### src/rtl/dapa_loader_pkg.sv
// dapa_loader_pkg: shared definitions for the DAPA2014 serial program loader.
//   - state_t              : loader FSM states
//   - PROG_ADDR_W / _DATA_W: program memory geometry fixed by the ISA
//   - COUNT_ZERO_MEANS_256 : a COUNT byte of 0x00 announces a full 256-word image
//   - frame_words()        : COUNT byte -> number of words in the frame
//   - csum_step()          : running XOR checksum update
package dapa_loader_pkg;

  localparam int PROG_ADDR_W = 8;
  localparam int PROG_DATA_W = 16;

  localparam bit COUNT_ZERO_MEANS_256 = 1'b1;

  typedef enum logic [2:0] {
    IDLE  = 3'd0,
    HI    = 3'd1,
    LO    = 3'd2,
    WRITE = 3'd3,
    CHECK = 3'd4,
    DONE  = 3'd5,
    ERROR = 3'd6
  } state_t;

  // Word count announced by a COUNT byte; 0x00 stands for a full memory image.
  function automatic logic [PROG_ADDR_W:0] frame_words(input logic [7:0] count);
    if (COUNT_ZERO_MEANS_256 && (count == 8'h00)) begin
      return 9'h100;
    end else begin
      return {1'b0, count};
    end
  endfunction

  // One step of the frame checksum (plain XOR over COUNT and data bytes).
  function automatic logic [7:0] csum_step(input logic [7:0] csum, input logic [7:0] data);
    return csum ^ data;
  endfunction

endpackage

### src/rtl/loader_timer.sv
// loader_timer: inter-byte idle counter for the program loader.
// Ports:
//   clk, rst  : clock, asynchronous active-high reset
//   clear     : zero the count (byte accepted, restart, or not in a timed state)
//   enable    : count this cycle (loader is waiting for a byte inside a frame)
//   expired   : count has reached TIMEOUT_CYCLES-1 while enabled; a missing
//               byte in this cycle means the frame has timed out
// TIMEOUT_CYCLES = 0 disables the timer (expired never rises).
module loader_timer
  import dapa_loader_pkg::*;
#(
  parameter int TIMEOUT_CYCLES = 50000
) (
  input  logic clk,
  input  logic rst,
  input  logic clear,
  input  logic enable,
  output logic expired
);

  localparam int CW = (TIMEOUT_CYCLES > 1) ? $clog2(TIMEOUT_CYCLES) : 1;
  localparam logic [CW-1:0] LAST = (TIMEOUT_CYCLES > 0) ? CW'(TIMEOUT_CYCLES - 1) : {CW{1'b0}};
  localparam logic [CW-1:0] ONE  = {{(CW-1){1'b0}}, 1'b1};

  logic [CW-1:0] count_r;

  // Idle-cycle counter; saturates at LAST so it can never wrap back to zero.
  always_ff @(posedge clk or posedge rst) begin
    if (rst) begin
      count_r <= {CW{1'b0}};
    end else if (clear) begin
      count_r <= {CW{1'b0}};
    end else if (enable && (count_r != LAST)) begin
      count_r <= count_r + ONE;
    end
  end

  // Expiry flag for the FSM; the FSM gives an accept in the same cycle priority.
  always_comb begin
    expired = (TIMEOUT_CYCLES > 0) && enable && (count_r == LAST);
  end

endmodule

### src/rtl/prog_loader.sv
// prog_loader: serial program loader for the DAPA2014 instruction memory.
// Receives a frame COUNT, {hi,lo} x N, CSUM from the UART receiver, writes the
// big-endian words to program RAM at addresses 0,1,2,... and releases the CPU
// once the XOR checksum matches.
// Ports:
//   clk, reset     : clock, asynchronous active-high reset
//   start          : re-arm / abort (level, sampled every cycle)
//   rx_data/valid  : incoming byte stream
//   rx_ready       : loader accepts a byte on rx_valid && rx_ready
//   mem_addr/wdata : program RAM write port, mem_we is a one-cycle strobe
//   cpu_hold       : holds the processor in reset while high
//   done / error   : load finished OK / checksum mismatch or timeout
//   words_loaded   : words written in the current frame
module prog_loader
  import dapa_loader_pkg::*;
#(
  parameter int ADDR_W         = PROG_ADDR_W,
  parameter int DATA_W         = PROG_DATA_W,
  parameter int TIMEOUT_CYCLES = 50000
) (
  input  logic              clk,
  input  logic              reset,
  input  logic              start,
  input  logic [7:0]        rx_data,
  input  logic              rx_valid,
  output logic              rx_ready,
  output logic [ADDR_W-1:0] mem_addr,
  output logic [DATA_W-1:0] mem_wdata,
  output logic              mem_we,
  output logic              cpu_hold,
  output logic              done,
  output logic              error,
  output logic [ADDR_W:0]   words_loaded
);

  localparam logic [ADDR_W-1:0] ADDR_ONE  = {{(ADDR_W-1){1'b0}}, 1'b1};
  localparam logic [ADDR_W:0]   WORDS_ONE = {{ADDR_W{1'b0}}, 1'b1};

  state_t          state_r;
  logic [ADDR_W:0] n_words_r;
  logic [7:0]      csum_r;
  logic [7:0]      hi_byte_r;
  logic            start_pend_r;

  logic            accept_s;
  logic            restart_s;
  logic            counting_s;
  logic            timer_clear_s;
  logic            timer_expired_s;
  logic [ADDR_W:0] words_next_s;

  // Handshake, restart and timer control decoded from the current state.
  always_comb begin
    accept_s      = rx_valid && rx_ready;
    // A restart never interrupts WRITE; a start seen there is replayed afterwards.
    restart_s     = (start || start_pend_r) && (state_r != WRITE);
    counting_s    = (state_r == HI) || (state_r == LO) || (state_r == CHECK);
    timer_clear_s = accept_s || restart_s || !counting_s;
    words_next_s  = words_loaded + WORDS_ONE;
  end

  loader_timer #(
    .TIMEOUT_CYCLES(TIMEOUT_CYCLES)
  ) u_timer (
    .clk    (clk),
    .rst    (reset),
    .clear  (timer_clear_s),
    .enable (counting_s),
    .expired(timer_expired_s)
  );

  // Loader FSM with all outputs registered.
  always_ff @(posedge clk or posedge reset) begin
    if (reset) begin
      state_r      <= IDLE;
      n_words_r    <= {(ADDR_W+1){1'b0}};
      csum_r       <= 8'h00;
      hi_byte_r    <= 8'h00;
      start_pend_r <= 1'b0;
      rx_ready     <= 1'b1;
      mem_addr     <= {ADDR_W{1'b0}};
      mem_wdata    <= {DATA_W{1'b0}};
      mem_we       <= 1'b0;
      cpu_hold     <= 1'b1;
      done         <= 1'b0;
      error        <= 1'b0;
      words_loaded <= {(ADDR_W+1){1'b0}};
    end else begin
      mem_we <= 1'b0;
      if (restart_s) begin
        // Restart wins over a byte accepted in the same cycle; that byte is lost.
        state_r      <= IDLE;
        csum_r       <= 8'h00;
        start_pend_r <= 1'b0;
        rx_ready     <= 1'b1;
        mem_addr     <= {ADDR_W{1'b0}};
        cpu_hold     <= 1'b1;
        done         <= 1'b0;
        error        <= 1'b0;
        words_loaded <= {(ADDR_W+1){1'b0}};
      end else begin
        case (state_r)
          IDLE: begin
            if (accept_s) begin
              n_words_r <= (ADDR_W+1)'(frame_words(rx_data));
              csum_r    <= rx_data;
              state_r   <= HI;
            end
          end
          HI: begin
            if (accept_s) begin
              hi_byte_r <= rx_data;
              csum_r    <= csum_step(csum_r, rx_data);
              state_r   <= LO;
            end else if (timer_expired_s) begin
              state_r  <= ERROR;
              rx_ready <= 1'b0;
              error    <= 1'b1;
              cpu_hold <= 1'b1;
            end
          end
          LO: begin
            if (accept_s) begin
              mem_wdata <= DATA_W'({hi_byte_r, rx_data});
              csum_r    <= csum_step(csum_r, rx_data);
              mem_we    <= 1'b1;
              rx_ready  <= 1'b0;
              state_r   <= WRITE;
            end else if (timer_expired_s) begin
              state_r  <= ERROR;
              rx_ready <= 1'b0;
              error    <= 1'b1;
              cpu_hold <= 1'b1;
            end
          end
          WRITE: begin
            // mem_we was raised on entry and drops on this exit edge.
            mem_addr     <= mem_addr + ADDR_ONE;
            words_loaded <= words_next_s;
            rx_ready     <= 1'b1;
            if (start) begin
              start_pend_r <= 1'b1;
            end
            if (words_next_s == n_words_r) begin
              state_r <= CHECK;
            end else begin
              state_r <= HI;
            end
          end
          CHECK: begin
            if (accept_s) begin
              rx_ready <= 1'b0;
              if (rx_data == csum_r) begin
                state_r  <= DONE;
                done     <= 1'b1;
                cpu_hold <= 1'b0;
              end else begin
                state_r  <= ERROR;
                error    <= 1'b1;
                cpu_hold <= 1'b1;
              end
            end else if (timer_expired_s) begin
              state_r  <= ERROR;
              rx_ready <= 1'b0;
              error    <= 1'b1;
              cpu_hold <= 1'b1;
            end
          end
          DONE: begin
            rx_ready <= 1'b0;
          end
          ERROR: begin
            rx_ready <= 1'b0;
          end
          default: begin
            state_r  <= ERROR;
            rx_ready <= 1'b0;
            error    <= 1'b1;
            cpu_hold <= 1'b1;
          end
        endcase
      end
    end
  end

endmodule

### config.mk
export PLATFORM = sky130hd
export DESIGN_NAME = prog_loader
export DESIGN_NICKNAME = d
export VERILOG_FILES = /design/src/rtl/dapa_loader_pkg.sv /design/src/rtl/loader_timer.sv /design/src/rtl/prog_loader.sv
export SDC_FILE = /design/constraint.sdc
export NUM_CORES = 1
export LEC_CHECK = 0
export BUFFER_PORTS_ARGS = -buffer_cell sky130_fd_sc_hd__buf_2
export CAP_MARGIN = 15
export CELL_PAD_IN_SITES_DETAIL_PLACEMENT = 1
export CELL_PAD_IN_SITES_GLOBAL_PLACEMENT = 1
export CORE_MARGIN = 2
export CORE_UTILIZATION = 48
export DETAILED_ROUTE_END_ITERATION = 10
export PLACE_DENSITY_LB_ADDON = 0.1
export SLEW_MARGIN = 40
export SYNTH_ARGS = -nofsm -noshare
export SYNTH_HDL_FRONTEND = slang
export SYNTH_HIERARCHICAL = 1
export SYNTH_SLANG_ARGS = --single-unit
### constraint.sdc
create_clock -name clk -period 4.55 [get_ports clk]
set_input_delay 0.91 -clock clk [delete_from_list [all_inputs] [get_ports clk]]
set_output_delay 0.91 -clock clk [all_outputs]
set_load 0.01 [all_outputs]
**Yosys cells after proc, flatten, opt, wreduce, memory -nomap -nowiden**

Cells that the tools add are included.

- Register bits: 83
- Input port bits: 12
- Output and inout port bits: 38
- Logic and storage cells: 118

- Add/subtract/negate cells: 3
- Equality and inequality tests: 19
- Muxes and demuxes: 47
- Bitwise operators: 2
- Reductions and logical operators: 33

Operators by type and width:

| kind | number |
|---|---|
| 8-bit two-way mux | 5 |
| 16-bit two-way mux | 2 |
| 9-bit two-way mux | 3 |
| 1-bit two-way mux | 24 |
| 3-bit two-way mux | 7 |
| 3-bit one-hot mux with 6 select lines | 1 |
| 3-bit AND reduction | 6 |
| 16-bit by 1-bit adder with 16-bit output (second input constant) | 1 |
| 16-bit == test (second input constant) | 1 |
| 16-bit != test (second input constant) | 1 |
| 8-bit one-hot mux with 2 select lines | 1 |
| 2-bit nonzero test | 6 |
| 9-bit by 1-bit adder with 9-bit output (second input constant) | 1 |
| 3-bit == test (second input constant) | 3 |
| 9-bit == test | 1 |
| 8-bit by 1-bit adder with 8-bit output (second input constant) | 1 |
| 8-bit == test | 1 |
| 8-bit zero test | 1 |
| 2-bit AND reduction | 4 |
| 8-bit XOR | 1 |
| 3-bit by 2-bit == test with 1-bit output (second input constant) | 2 |
| 3-bit by 2-bit != test with 1-bit output (second input constant) | 2 |
| 3-bit != test (second input constant) | 2 |
| 1-bit one-hot mux with 3 select lines | 2 |
| other kinds (15) | 25 |

**Depth between registers and ports, before layout**

- Depth in word-level cells: 8
- Depth in mapped cells: 12
- Mapped depth without buffers: 9

**Modules after synthesis**

Netlist, hierarchy kept.

By module, submodules not included:

| module | instances | cells an instance | area an instance (sq um) | seq. area each (sq um) |
|---|---|---|---|---|
| prog_loader | 1 | 378 | 3,405.8 | 1,679.1 |
| loader_timer | 1 | 90 | 897.1 | 400.4 |

**Worst setup path after synthesis**

No wires, ideal clock.

- Path kind: reg-to-reg
- Start point: register state_r[0]
- End point: register rx_ready
- Library setup time: 0.062 ns
- Arrival: 2.578 ns
- Data required time: 4.488 ns
- Path slack: 1.910 ns
- Stages on the path, launching flop included: 13
- Path buffers: 3
- Clock period less this slack: 2.640 ns
- Cell sequence: dfrtp_1 clkbuf_1 xnor2_1 or2_2 clkbuf_1 nand2_1 and2_2 clkbuf_1 or2_2 maj3_1 nor2_1 o21ai_0 nand2_1

- Cells in the longest elaborated chain, start to end: 8
- Elaborated cells on any way between the ends: 19
- Those cells by class: eq/ne (7); mux (5); reduce/logical (7)

RTL lines:

| item | line | source |
|---|---|---|
| start, declared | prog_loader.sv:39 | `state_t state_r;` |
| start signal, assigned | prog_loader.sv:75 | `state_r <= IDLE;` |
| start signal, assigned | prog_loader.sv:92 | `state_r <= IDLE;` |
| start signal, assigned | prog_loader.sv:107 | `state_r <= HI;` |
| 3-bit by 1-bit == test with 1-bit output or 3-bit by 2-bit == test with 1-bit output (tied branches) | prog_loader.sv:57 | `counting_s = (state_r == HI) \|\| (state_r == LO) \|\| (state_r == CHECK);` |
| 1-bit logical OR | prog_loader.sv:57 |  |
| 1-bit logical OR * | prog_loader.sv:57 |  |
| net counting_s | prog_loader.sv:47 | `logic counting_s;` |
| 1-bit logical AND * | loader_timer.sv:40 | `expired = (TIMEOUT_CYCLES > 0) && enable && (count_r == LAST);` |
| net timer_expired_s | prog_loader.sv:49 | `logic timer_expired_s;` |
| 1-bit two-way mux * | - |  |
| 1-bit two-way mux, on equally long branches | - |  |
| 1-bit one-hot mux with 4 select lines * | prog_loader.sv:102 | `case (state_r)` |
| 1-bit two-way mux * | prog_loader.sv:90 | `if (restart_s) begin` |
| end signal, assigned | prog_loader.sv:95 | `rx_ready <= 1'b1;` |
| end signal, assigned | prog_loader.sv:117 | `rx_ready <= 1'b0;` |
| end signal, assigned | prog_loader.sv:127 | `rx_ready <= 1'b0;` |
| end, declared | prog_loader.sv:26 | `output logic rx_ready,` |

Mark *: on every way through the listed nets, which the timed path passes. The rest lies on a longest branch. The select of a mux whose other input is x is not followed.
A chain may end at the register's enable or synchronous reset.

**Worst setup path in the final report**

- Start point: register state_r[0]
- End point: register u_timer.count_r[13]

- Cells in the longest elaborated chain, start to end: 6
- Elaborated cells on any way between the ends: 13
- Those cells by class: eq/ne (4); mux (1); reduce/logical (8)

RTL lines:

| item | line | source |
|---|---|---|
| 3-bit by 1-bit == test with 1-bit output or 3-bit by 2-bit == test with 1-bit output (tied branches) | prog_loader.sv:57 |  |
| 1-bit logical OR | prog_loader.sv:57 |  |
| 1-bit logical OR * | prog_loader.sv:57 |  |
| net counting_s | prog_loader.sv:47 |  |
| 1-bit zero test | prog_loader.sv:58 | `timer_clear_s = accept_s \|\| restart_s \|\| !counting_s;` |
| 1-bit logical OR | prog_loader.sv:58 |  |
| 16-bit two-way mux or 2-bit nonzero test (tied branches) | - |  |
| end signal, assigned | loader_timer.sv:30 | `count_r <= {CW{1'b0}};` |
| end signal, assigned | loader_timer.sv:32 | `count_r <= {CW{1'b0}};` |
| end signal, assigned | loader_timer.sv:34 | `count_r <= count_r + ONE;` |
| end, declared | loader_timer.sv:25 | `logic [CW-1:0] count_r;` |

Mark *: on every way through the listed nets, which the timed path passes. The rest lies on a longest branch.

==> flow_summary.toml <==
[detailed_routing]
antenna_left = 0
drtPass1Iterations = 4
drc_errors = 0
routed_via_density = 5.79
initialDrtViolationCount = 154
vias = 3615
wl_per_cell_um = 17.1
routed_wl_um = 10700

[timing]
hold_ws_ns = 0.473
finalClockSkew_ns = 0.00861
finalSetupViolations = 0
min_period_over_period_pct = 63.2
finalMaxSlewViolations = 0
fin_crit_ns = 2.88
hold_violations = 0
fmax_ghz = 0.348
worstMarginPinSlew_ns = 0.712
max_slew_margin_pct = 52.4
rsz0062_at_grt = "no"
finalSetupTns_ns = 0

[critical_path]
crit_family = "simple AND/OR/NAND/NOR gates"
cp.arrival_ns = 3.15
path_cells = "xnor2_1, or2_2, nand2_1, nand3_1, or3_1, or3_1, a21oi_1"
worstPathMaxFanout = 16
startpoint_type = "flop"
worstSetupEndpointType = "flop"
cp.required_ns = 4.83
cp_common_cell = "or3_1"
critPathBufInv = 0
cp_slowest_cell = "dfrtp_1"
crit_path_max_incr_delay_ns = 0.70
critical_path_class = "flop to flop"

[finish]
drive_gt1_share_pct = 20.3
fillers = 1044
nNetsFinal = 526
final_util_pct = 55.3
n_antenna_cell = 0
final_area_mm2 = 0.00483
areaGrowthSynthToFinish_pct = 12.2

[floorplan]
core_area_mm2 = 0.00872
die_area_mm2 = 0.00974
initial_utilization_pct = 49.3
num_rows = 34
chipHeight_um = 98.7
io_pins = 50
fp.dieW_um = 98.7

[clocking]
clock_latency_ns = 0.36
clkTransAtPathRegs_ns = 0.09
postCtsSetupBuffers = 0
cts.path.max_buffers = 2
cts_max_level = 3
tritoncts = "done"
numCtsBuffers = 9
cts_resized = 0
postCtsHoldBufs = 0
clkSinkCount = 83
cts_root_buf = "clkbuf_8"

[placed_design]
hpwl_um = 7610
io_buffer_count = 49
place_area_mm2 = 0.00463
gp_congestion = 0.793

[synthesis]
synth_nets = 483
synth_top_area_share_pct = 47.1
synthArstFlopShare_pct = 100
synth_edf_count = 0
ys_top_cells_by_count = "nand2_1, dfrtp_1, nor2_1"
synth-seq-cells = 83
synth_area_per_cell_um2 = 9.19
ys_types = 56
synth_area_leader_cell = "dfrtp_1"
synth_warnings = 6
synth.most_common_cell = "nand2_1"
seq_area_frac_synth_pct = 48.3
yosys_most_used_dff = "dfrtp_1"
syn_inst = 468
ys_top_cells_by_area = "dfrtp_1, nand2_1, o21ai_0"
netlist_area_mm2 = 0.00430

[power]
powerDensity_mw_per_mm2 = 368
ir_drop_uv = 223
power_mw = 1.77
leakagePower_nw = 2.19

[grt]
grt_pass1_wl_um = 18400
grt_usage_pct = 23.2
overflow = 0
antenna_found_initial = 0
grt_max_degree = 41
grt_pass1_vias = 3797

[status]
status = "finished, final reports clean"

[hold_path]
hp-class = "flop to flop"

[flow_run]
cap_violations = 0
area by class of cell:
cell class,count,area [um^2],share of cell area (%)
Timing Repair Buffer,53,275,5.70
Clock buffer,10,128,2.64
Multi-Input combinational cell,358,2120,43.9
Clock inverter,6,65.1,1.35
Inverter,6,25.0,0.519
Tap cell,108,135,2.80
Sequential cell,83,2080,43.1
layout by cell type (no fill, tap or decap), types with 3 or more instances in the layout:
cell type,netlist,layout
a211oi_1,4,4
a21oi_1,23,23
and2_1,4,4
and4_1,3,3
buf_2,6,49
buf_4,1,4
clkbuf_8,0,9
dfrtp_1,81,81
ha_1,3,3
inv_1,5,4
mux2_2,17,17
mux2i_1,3,3
nand2_1,86,86
nand2b_1,3,3
nand3_1,28,28
nand4_1,11,11
nor2_1,43,40
nor2_2,0,3
nor3_1,6,6
nor4_1,5,5
o21ai_0,40,40
o31ai_1,5,5
or2_2,3,3
or3_1,7,7
or4_1,3,3
xnor2_1,22,22
xor2_1,8,8
metrics by stage:
stage          setup slack, ns  cells
2_1_floorplan             1.91    468
6_report                  1.67    624
4_1_cts                   1.72    624
3_3_place_gp              1.78    608
5_1_grt                   1.50    624
3_5_place_dp              1.72    608
power breakdown:
| part | internal (mW) | switching (mW) |
|---|---|---|
| clock | 0.255 | 0.281 |
| combinational | 0.143 | 0.181 |
| sequential | 0.842 | 0.0725 |
| total | 1.24 | 0.535 |
state kept, by name, summed over array words and instances (netlist names):
name	count
cpu_hold	1
csum_r	8
done	1
error	1
hi_byte_r	8
mem_addr	8
mem_wdata	16
mem_we	1
n_words_r	9
rx_ready	1
start_pend_r	1
state_r	3
u_timer/count_r	16
words_loaded	9
layer usage:
layer	vias to the layer above	part of all wire, %	GRT usage [%]
met5	-	0	0
met4	0	1.1	6.43
met3	11	3.0	3.76
met2	57	49	38.8
met1	1834	47	31.6
li1	1713	-	-
cell families (layout without fill, tap and decap cells):
family | after synthesis | in the layout | share of synthesized area (%)
AOI/OAI and AO/OA | 86 | 86 | 12.0
xor gates and xnor gates | 30 | 30 | 6.11
adders and majority gates | 4 | 4 | 1.11
buffers and inverters | 27 | 75 | 2.62
DFF | 83 | 83 | 48.3
muxes | 21 | 21 | 5.41
and+or+nand+nor | 217 | 217 | 24.5
tightest hold or removal path, stage by stage, from the launching register on:
cell	delay (ns)
dfrtp_1	0.34
nand2_1	0.05
nand2_1	0.05
final timing paths:
path | start | cells after the start | endpoint | slack [ns]
setup / recovery | state_r[0] | 7 | u_timer/count_r[13] | 1.67
hold / removal | mem_wdata[5] | 2 | mem_wdata[5] | 0.47
setup reg to reg | state_r[0] | 7 | u_timer/count_r[13] | 1.67
hold reg to reg | mem_wdata[5] | 2 | mem_wdata[5] | 0.47
max in group asynchronous | reset | 3 | rx_ready | 3.14
min in group asynchronous | reset | 2 | mem_wdata[15] | 0.58
Note: power is estimated with default switching activity, not from simulation.
